**src/rtl/regfile_scoreboard_pkg.sv**
```systemverilog
// Shared parameters and helpers for the register file with pending-write scoreboard.
// Holds the default geometry, the counter width derivation and the port-slice helper.
package regfile_scoreboard_pkg;

  localparam int unsigned DefDataW      = 32;
  localparam int unsigned DefAddrW      = 5;
  localparam int unsigned DefNumRead    = 2;
  localparam int unsigned DefMaxPending = 3;

  // Counter must hold 0..max_pending inclusive.
  function automatic int unsigned cnt_width(input int unsigned max_pending);
    return (max_pending < 1) ? 1 : $clog2(max_pending + 1);
  endfunction

  // LSB of port `port` in a flat bus of `width`-bit fields.
  function automatic int unsigned port_lsb(input int unsigned port, input int unsigned width);
    return port * width;
  endfunction

endpackage

```
**src/rtl/scoreboard_cnt.sv**
```systemverilog
// One saturating up/down reservation counter; clr wins, inc+dec together hold the value.
module scoreboard_cnt #(
  parameter int unsigned CNT_W       = 2,
  parameter int unsigned MAX_PENDING = 3
) (
  input  logic             SYS_clk,
  input  logic             SYS_reset,
  input  logic             inc,
  input  logic             dec,
  input  logic             clr,
  output logic [CNT_W-1:0] cnt
);

  localparam logic [CNT_W-1:0] CntMax = CNT_W'(MAX_PENDING);

  logic [CNT_W-1:0] cnt_d, cnt_q;

  always_comb begin
    cnt_d = cnt_q;
    if (clr) begin
      cnt_d = '0;
    end else if (inc && !dec && (cnt_q != CntMax)) begin
      cnt_d = cnt_q + 1'b1;
    end else if (dec && !inc && (cnt_q != '0)) begin
      cnt_d = cnt_q - 1'b1;
    end
  end

  always_ff @(negedge SYS_clk or posedge SYS_reset) begin
    if (SYS_reset) begin
      cnt_q <= '0;
    end else begin
      cnt_q <= cnt_d;
    end
  end

  assign cnt = cnt_q;

endmodule

```
**src/rtl/regfile_scoreboard.sv**
```systemverilog
// Register file with write-through bypass and per-register pending-write counters.
// Decode reserves destinations on issue, writeback releases them; RAW and full-counter hazards stall.
module regfile_scoreboard
  import regfile_scoreboard_pkg::*;
#(
  parameter int unsigned DATA_W      = DefDataW,
  parameter int unsigned ADDR_W      = DefAddrW,
  parameter int unsigned NUM_READ    = DefNumRead,
  parameter int unsigned MAX_PENDING = DefMaxPending
) (
  input  logic                         SYS_clk,
  input  logic                         SYS_reset,
  input  logic [NUM_READ*ADDR_W-1:0]   rd_addr,
  input  logic [NUM_READ-1:0]          rd_used,
  output logic [NUM_READ*DATA_W-1:0]   rd_data,
  output logic [NUM_READ-1:0]          rd_busy,
  input  logic                         iss_valid,
  input  logic [ADDR_W-1:0]            iss_dest,
  output logic                         iss_accept,
  output logic                         stall,
  input  logic                         wr_en,
  input  logic [ADDR_W-1:0]            wr_addr,
  input  logic [DATA_W-1:0]            wr_data,
  input  logic                         flush,
  input  logic [ADDR_W-1:0]            dbg_addr,
  output logic [DATA_W-1:0]            dbg_data,
  output logic                         busy_any
);

  localparam int unsigned     NumRegs = 2 ** ADDR_W;
  localparam int unsigned     CNT_W   = cnt_width(MAX_PENDING);
  localparam logic [CNT_W-1:0] CntMax = CNT_W'(MAX_PENDING);
  localparam logic [CNT_W-1:0] CntOne = CNT_W'(1);

  logic [DATA_W-1:0]              mem_q [NumRegs];
  logic [NumRegs-1:0][CNT_W-1:0]  cnt;
  logic [NumRegs-1:1]             cnt_inc;
  logic [NumRegs-1:1]             cnt_dec;
  logic                           rd_hazard;
  logic                           dest_full;
  logic                           hazard;

  // Register 0 is never reserved, so it has no counter.
  assign cnt[0] = '0;

  for (genvar r = 1; r < NumRegs; r++) begin : g_cnt
    assign cnt_inc[r] = iss_accept && (iss_dest == ADDR_W'(r));
    assign cnt_dec[r] = wr_en && (wr_addr == ADDR_W'(r));

    scoreboard_cnt #(
      .CNT_W       (CNT_W),
      .MAX_PENDING (MAX_PENDING)
    ) u_cnt (
      .SYS_clk   (SYS_clk),
      .SYS_reset (SYS_reset),
      .inc       (cnt_inc[r]),
      .dec       (cnt_dec[r]),
      .clr       (flush),
      .cnt       (cnt[r])
    );
  end

  for (genvar i = 0; i < NUM_READ; i++) begin : g_rd
    logic [ADDR_W-1:0] addr;
    logic              wr_hit;
    logic [CNT_W-1:0]  pend;

    assign addr   = rd_addr[port_lsb(i, ADDR_W) +: ADDR_W];
    assign wr_hit = wr_en && (wr_addr == addr) && (addr != '0);
    assign pend   = cnt[addr];

    assign rd_data[port_lsb(i, DATA_W) +: DATA_W] =
        (addr == '0) ? '0 : (wr_hit ? wr_data : mem_q[addr]);

    // A single outstanding write that lands this cycle is satisfied by the bypass.
    assign rd_busy[i] = (addr != '0) && ((pend > CntOne) || ((pend == CntOne) && !wr_hit));
  end

  assign rd_hazard = |(rd_used & rd_busy);
  assign dest_full = (iss_dest != '0) && (cnt[iss_dest] == CntMax) &&
                     !(wr_en && (wr_addr == iss_dest));
  assign hazard     = rd_hazard || dest_full;
  assign iss_accept = iss_valid && !hazard;
  assign stall      = iss_valid && hazard;
  assign busy_any   = |cnt;
  assign dbg_data   = mem_q[dbg_addr];

  always_ff @(negedge SYS_clk or posedge SYS_reset) begin
    if (SYS_reset) begin
      for (int unsigned r = 0; r < NumRegs; r++) begin
        mem_q[r] <= '0;
      end
    end else if (wr_en && (wr_addr != '0)) begin
      mem_q[wr_addr] <= wr_data;
    end
  end

endmodule

```
**config.mk**
```make
export PLATFORM = sky130hd
export DESIGN_NAME = regfile_scoreboard
export DESIGN_NICKNAME = d
export VERILOG_FILES = /design/src/rtl/regfile_scoreboard_pkg.sv /design/src/rtl/scoreboard_cnt.sv /design/src/rtl/regfile_scoreboard.sv
export SDC_FILE = /design/constraint.sdc
export NUM_CORES = 2
export LEC_CHECK = 0
export CORE_ASPECT_RATIO = 1.1
export CORE_MARGIN = 1.5
export CORE_UTILIZATION = 30
export CTS_CLUSTER_DIAMETER = 120
export CTS_CLUSTER_SIZE = 16
export DETAILED_ROUTE_END_ITERATION = 8
export GPL_ROUTABILITY_DRIVEN = 0
export PLACE_DENSITY = 0.56
export SLEW_MARGIN = 15
export SYNTH_ARGS = -nofsm -noshare
export SYNTH_HDL_FRONTEND = slang
export SYNTH_SLANG_ARGS = --single-unit
```
**constraint.sdc**
```tcl
create_clock -name SYS_clk -period 39.8 [get_ports SYS_clk]
set_clock_uncertainty 0.2 [all_clocks]
set_input_delay 11.94 -clock SYS_clk [delete_from_list [all_inputs] [get_ports SYS_clk]]
set_output_delay 11.94 -clock SYS_clk [all_outputs]
set_load 0.02 [all_outputs]
```
Word level (Yosys, flattened, before mapping)
Cells that the tools add are included.
Widths: inputs -> output; s select.
{"block": "word_totals", "input_bits": 64, "register_bits": 1086, "elab_cells": 694, "out_inout_bits": 101}
{"block": "op_classes", "add_sub_neg": 62, "n_mux": 115, "reduce_logical": 340, "bitwise_logic": 5, "order_cmp": 10, "n_eq_ne": 99}
{"cell": "$bwmux 1024", "count": 1}
{"cell": "$bmux 32 s5", "count": 3}
{"cell": "$mux 32", "count": 11}
{"cell": "$logic_and 1x1->1", "count": 201}
{"cell": "$mux 2", "count": 96}
{"cell": "$demux 32 s5", "count": 1}
{"cell": "$eq 5x5->1 const B", "count": 32}
{"cell": "$reduce_bool 3->1", "count": 31}
{"cell": "$eq 5x4->1 const B", "count": 16}
{"cell": "$logic_not 1->1", "count": 66}
{"cell": "$add 2x1->2 const B", "count": 31}
{"cell": "$ne 2x2->1 const B", "count": 31}
{"cell": "$reduce_bool 2->1", "count": 31}
{"cell": "$reduce_or 62->1", "count": 1}
{"cell": "$sub 2x1->2 const B", "count": 31}
{"cell": "$eq 5x3->1 const B", "count": 8}
{"cell": "$bmux 2 s5", "count": 3}
{"cell": "$ge 6x6->1 const B", "count": 4}
{"cell": "$not 5->6", "count": 4}
{"cell": "$eq 5x2->1 const B", "count": 4}
{"cell": "$reduce_bool 5->1", "count": 4}
{"cell": "$lt 5x6->1 const B", "count": 3}
{"cell": "$eq 5x5->1", "count": 3}
{"cell": "$eq 5x1->1 const B", "count": 2}
{"cell": "other kinds (8)", "count": 13}

Longest topological paths before layout
{"block": "logic_depth", "depth_word": 19, "depth_mapped": 13, "mapped_depth_nobuf": 8}

By module
A second synthesis with hierarchy kept.
{"block": "unflattened", "hier_cells": 5428, "hier_area_um2": 69016.2}
{"module": "regfile_scoreboard", "n_inst": 1, "area_per_inst_um2": 65176.3, "seq_area_each_um2": 25624.6, "cells_per_inst": 4994}
{"module": "scoreboard_cnt", "n_inst": 31, "area_per_inst_um2": 123.9, "seq_area_each_um2": 50.0, "cells_per_inst": 14}

==> flow_summary_export.csv <==
group,metric,value,unit
worst_hold_path,hold_class,"register to register",
cts,clockRootBuffer,"clkbuf_16",
cts,post_cts_buffers,0,
timing,slew_headroom,0.1787,
timing,finalMaxSlewViolations,0,
logic_synthesis,syn_area,68960,sq um
setup_path,worstSetupPathType,"register to output port",
drt,ant_nets,0,
logic_synthesis,synthCells,5619,
setup_path,crit_required,27.66,ns
power_and_ir_drop,finalPower,0.003204,W
timing,grt_setup_unrepaired,"no",
global_routing,antenna_found_initial,13,
setup_path,crit_arrival,24.06,ns
drt,drt_wl_total,260600,microns
logic_synthesis,synth-async-reset-ratio,1.000,
cells_and_area,drive_gt1_frac,0.3319,
logic_synthesis,synth_area_per_cell,12.27,sq um
cts,path_clk_slew,0.06,ns
floorplan,die_y,505.9,microns
setup_path,reg2regPathDepth,8,
global_routing,grt_overflow_total,0,
global_routing,grt_max_degree,157,
drt,first_iter_violations,5782,
drt,remaining_drc_errors,0,
power_and_ir_drop,leakagePower,31.97,nW
cells_and_area,mostFrequentLayoutCells,"nand2_1 (1684), dfrtn_1 (1086), mux4_2 (1000)",
power_and_ir_drop,peakVddDrop,0.00002968,V
timing,hold_viol_final,0,
floorplan,start_util,0.3017,
placed_design,numPortBuffers,164,
floorplan,core_area,228600,sq um
timing,fin_tns_setup,0,ns
cts,cts_tree,"done",
logic_synthesis,synth_edf_count,0,
timing,worstMarginPinSlew,1.227,ns
cells_and_area,nNetsFinal,5457,
cts,cts_resized,0,
cells_and_area,fin_area,75390,sq um
logic_synthesis,ys_ff_latch,1086,
logic_synthesis,synth_fp_nets,5683,
worst_hold_path,holdPathStages,0,
cts,clockBufferDepth,3,
floorplan,row_count,184,
logic_synthesis,yosysSeqAreaShare,0.3941,
global_routing,grt_pass1_wl,376900,microns
power_and_ir_drop,pwr_density_cell,42.50,nW/um^2
drt,dr.pass1.iters,8,
logic_synthesis,yosys_warnings,0,
cts,postCtsHoldBufs,0,
drt,vias,50370,
timing,setup_viol,0,
status,outcome,"finished clean",
cts,cts_max_level,3,
cells_and_area,syn_to_final_growth,9.317,%
floorplan,die_w,460.1,microns
cells_and_area,nFillCells,22230,
flow_run,cap_violations,0,
setup_path,end_kind,"output port",
cts,clock_latency,0.66,ns
setup_path,cp_max_fo,54,
cts,clkSinkCount,1086,
global_routing,grt_pass1_vias,50780,
cts,numCtsBuffers,77,
placed_design,placed_cell_area,73380,sq um
floorplan,die_area,232800,sq um
cells_and_area,final_common_cell,"nand2_1",
global_routing,track_usage,0.2224,
placed_design,hpwl,145000,microns
drt,viasPerCell,5.945,
floorplan,top_level_ports,165,
logic_synthesis,synth.distinct_cells,59,
logic_synthesis,synth-main-ff-cell,"dfrtn_1",
drt,routedWlPerCell,30.76,microns
setup_path,cp-start-kind,"register",
==> worst paths after layout <==
kind,slack [ns],to,start
setup / recovery,3.60,stall,g_cnt[5].u_cnt.cnt[1]
hold / removal,0.16,mem_q[998],mem_q[998]
setup reg to reg,35.94,g_cnt[12].u_cnt.cnt[0],g_cnt[31].u_cnt.cnt[1]
hold reg to reg,0.16,mem_q[998],mem_q[998]
max in group asynchronous,5.77,mem_q[814],SYS_reset
min in group asynchronous,31.40,mem_q[257],SYS_reset
==> registers in the layout, indices dropped and copies added (netlist names) <==
signal	count
g_cnt.u_cnt.cnt	62
mem_q	1024
==> layer usage <==
metal | global-route usage | share of wire | vias up
met5 | 0 | 0.00033 | -
met4 | 0.1041 | 0.050 | 14
met3 | 0.04354 | 0.086 | 624
met2 | 0.3683 | 0.49 | 2645
met1 | 0.2794 | 0.37 | 26720
li1 | - | - | 20370
==> cell usage after synthesis, types with 23 or more instances <==
master | number | share of area
inv_1 | 34 | 0.0019
a211oi_1 | 96 | 0.010
mux2_2 | 484 | 0.079
nor2_1 | 145 | 0.0079
mux4_2 | 1000 | 0.33
mux2i_1 | 76 | 0.011
nor4_1 | 28 | 0.0025
or4_1 | 24 | 0.0026
o32ai_1 | 31 | 0.0039
nand2_1 | 1715 | 0.093
dfrtn_1 | 1086 | 0.39
nand2b_1 | 54 | 0.0049
o211ai_1 | 23 | 0.0025
buf_2 | 92 | 0.0067
clkbuf_1 | 442 | 0.024
a31oi_1 | 32 | 0.0029
buf_1 | 52 | 0.0028
==> where the power goes <==
group	internal, W	total, W	switching (W)
registers	0.00132	0.00149	0.000179
clock network	0.000356	0.000773	0.000417
logic	0.000522	0.000936	0.000414
==> cell families after synthesis <==
group                     count (synthesis)  share of synthesized area
xor gates and xnor gates                 15                   0.001905
and+or+nand+nor                        2046                     0.1190
AOI/OAI and AO/OA                       279                    0.03128
DFF                                    1086                     0.3941
buffers and inverters                   632                    0.03694
muxes                                  1561                     0.4168
==> critical path, stage by stage (launching register included) <==
cell	delay, ns
dfrtn_1	0.57
mux4_2	0.29
nand2_1	0.06
o311ai_1	0.16
a211oi_1	0.16
nor4b_4	0.58
buf_4	0.37
nand2_4	0.40
a21boi_1	0.27
clkdlybuf4s50_1	0.62
==> per-stage QoR <==
stage / setup WS [ns] / hold slack [ns] / util / instances
5_1_grt: 3.461 / 0.1728 / 0.3297 / 8469
3_5_place_dp: 3.219 / 0.1602 / 0.3210 / 8383
3_3_place_gp: 3.275 / 0.1521 / 0.3210 / 8383
6_report: 3.597 / 0.1588 / 0.3298 / 8472
2_1_floorplan: -6.814 / 0.2186 / - / 5619
4_1_cts: 3.603 / 0.1616 / 0.3299 / 8466
==> final cells by class <==
cell class,instances,area [sq um],share of cell area
multi-input combinational,3901,39540,0.5245
tap,3069,3840,0.05094
timing repair buffer,292,2636,0.03497
sequential,1086,27180,0.3605
antenna,6,15.01,0.0001992
clock buffer,80,1991,0.02641
clock inverter,3,55.05,0.0007303
inverter,35,136.4,0.001809
(Power assumes the default switching activity.)
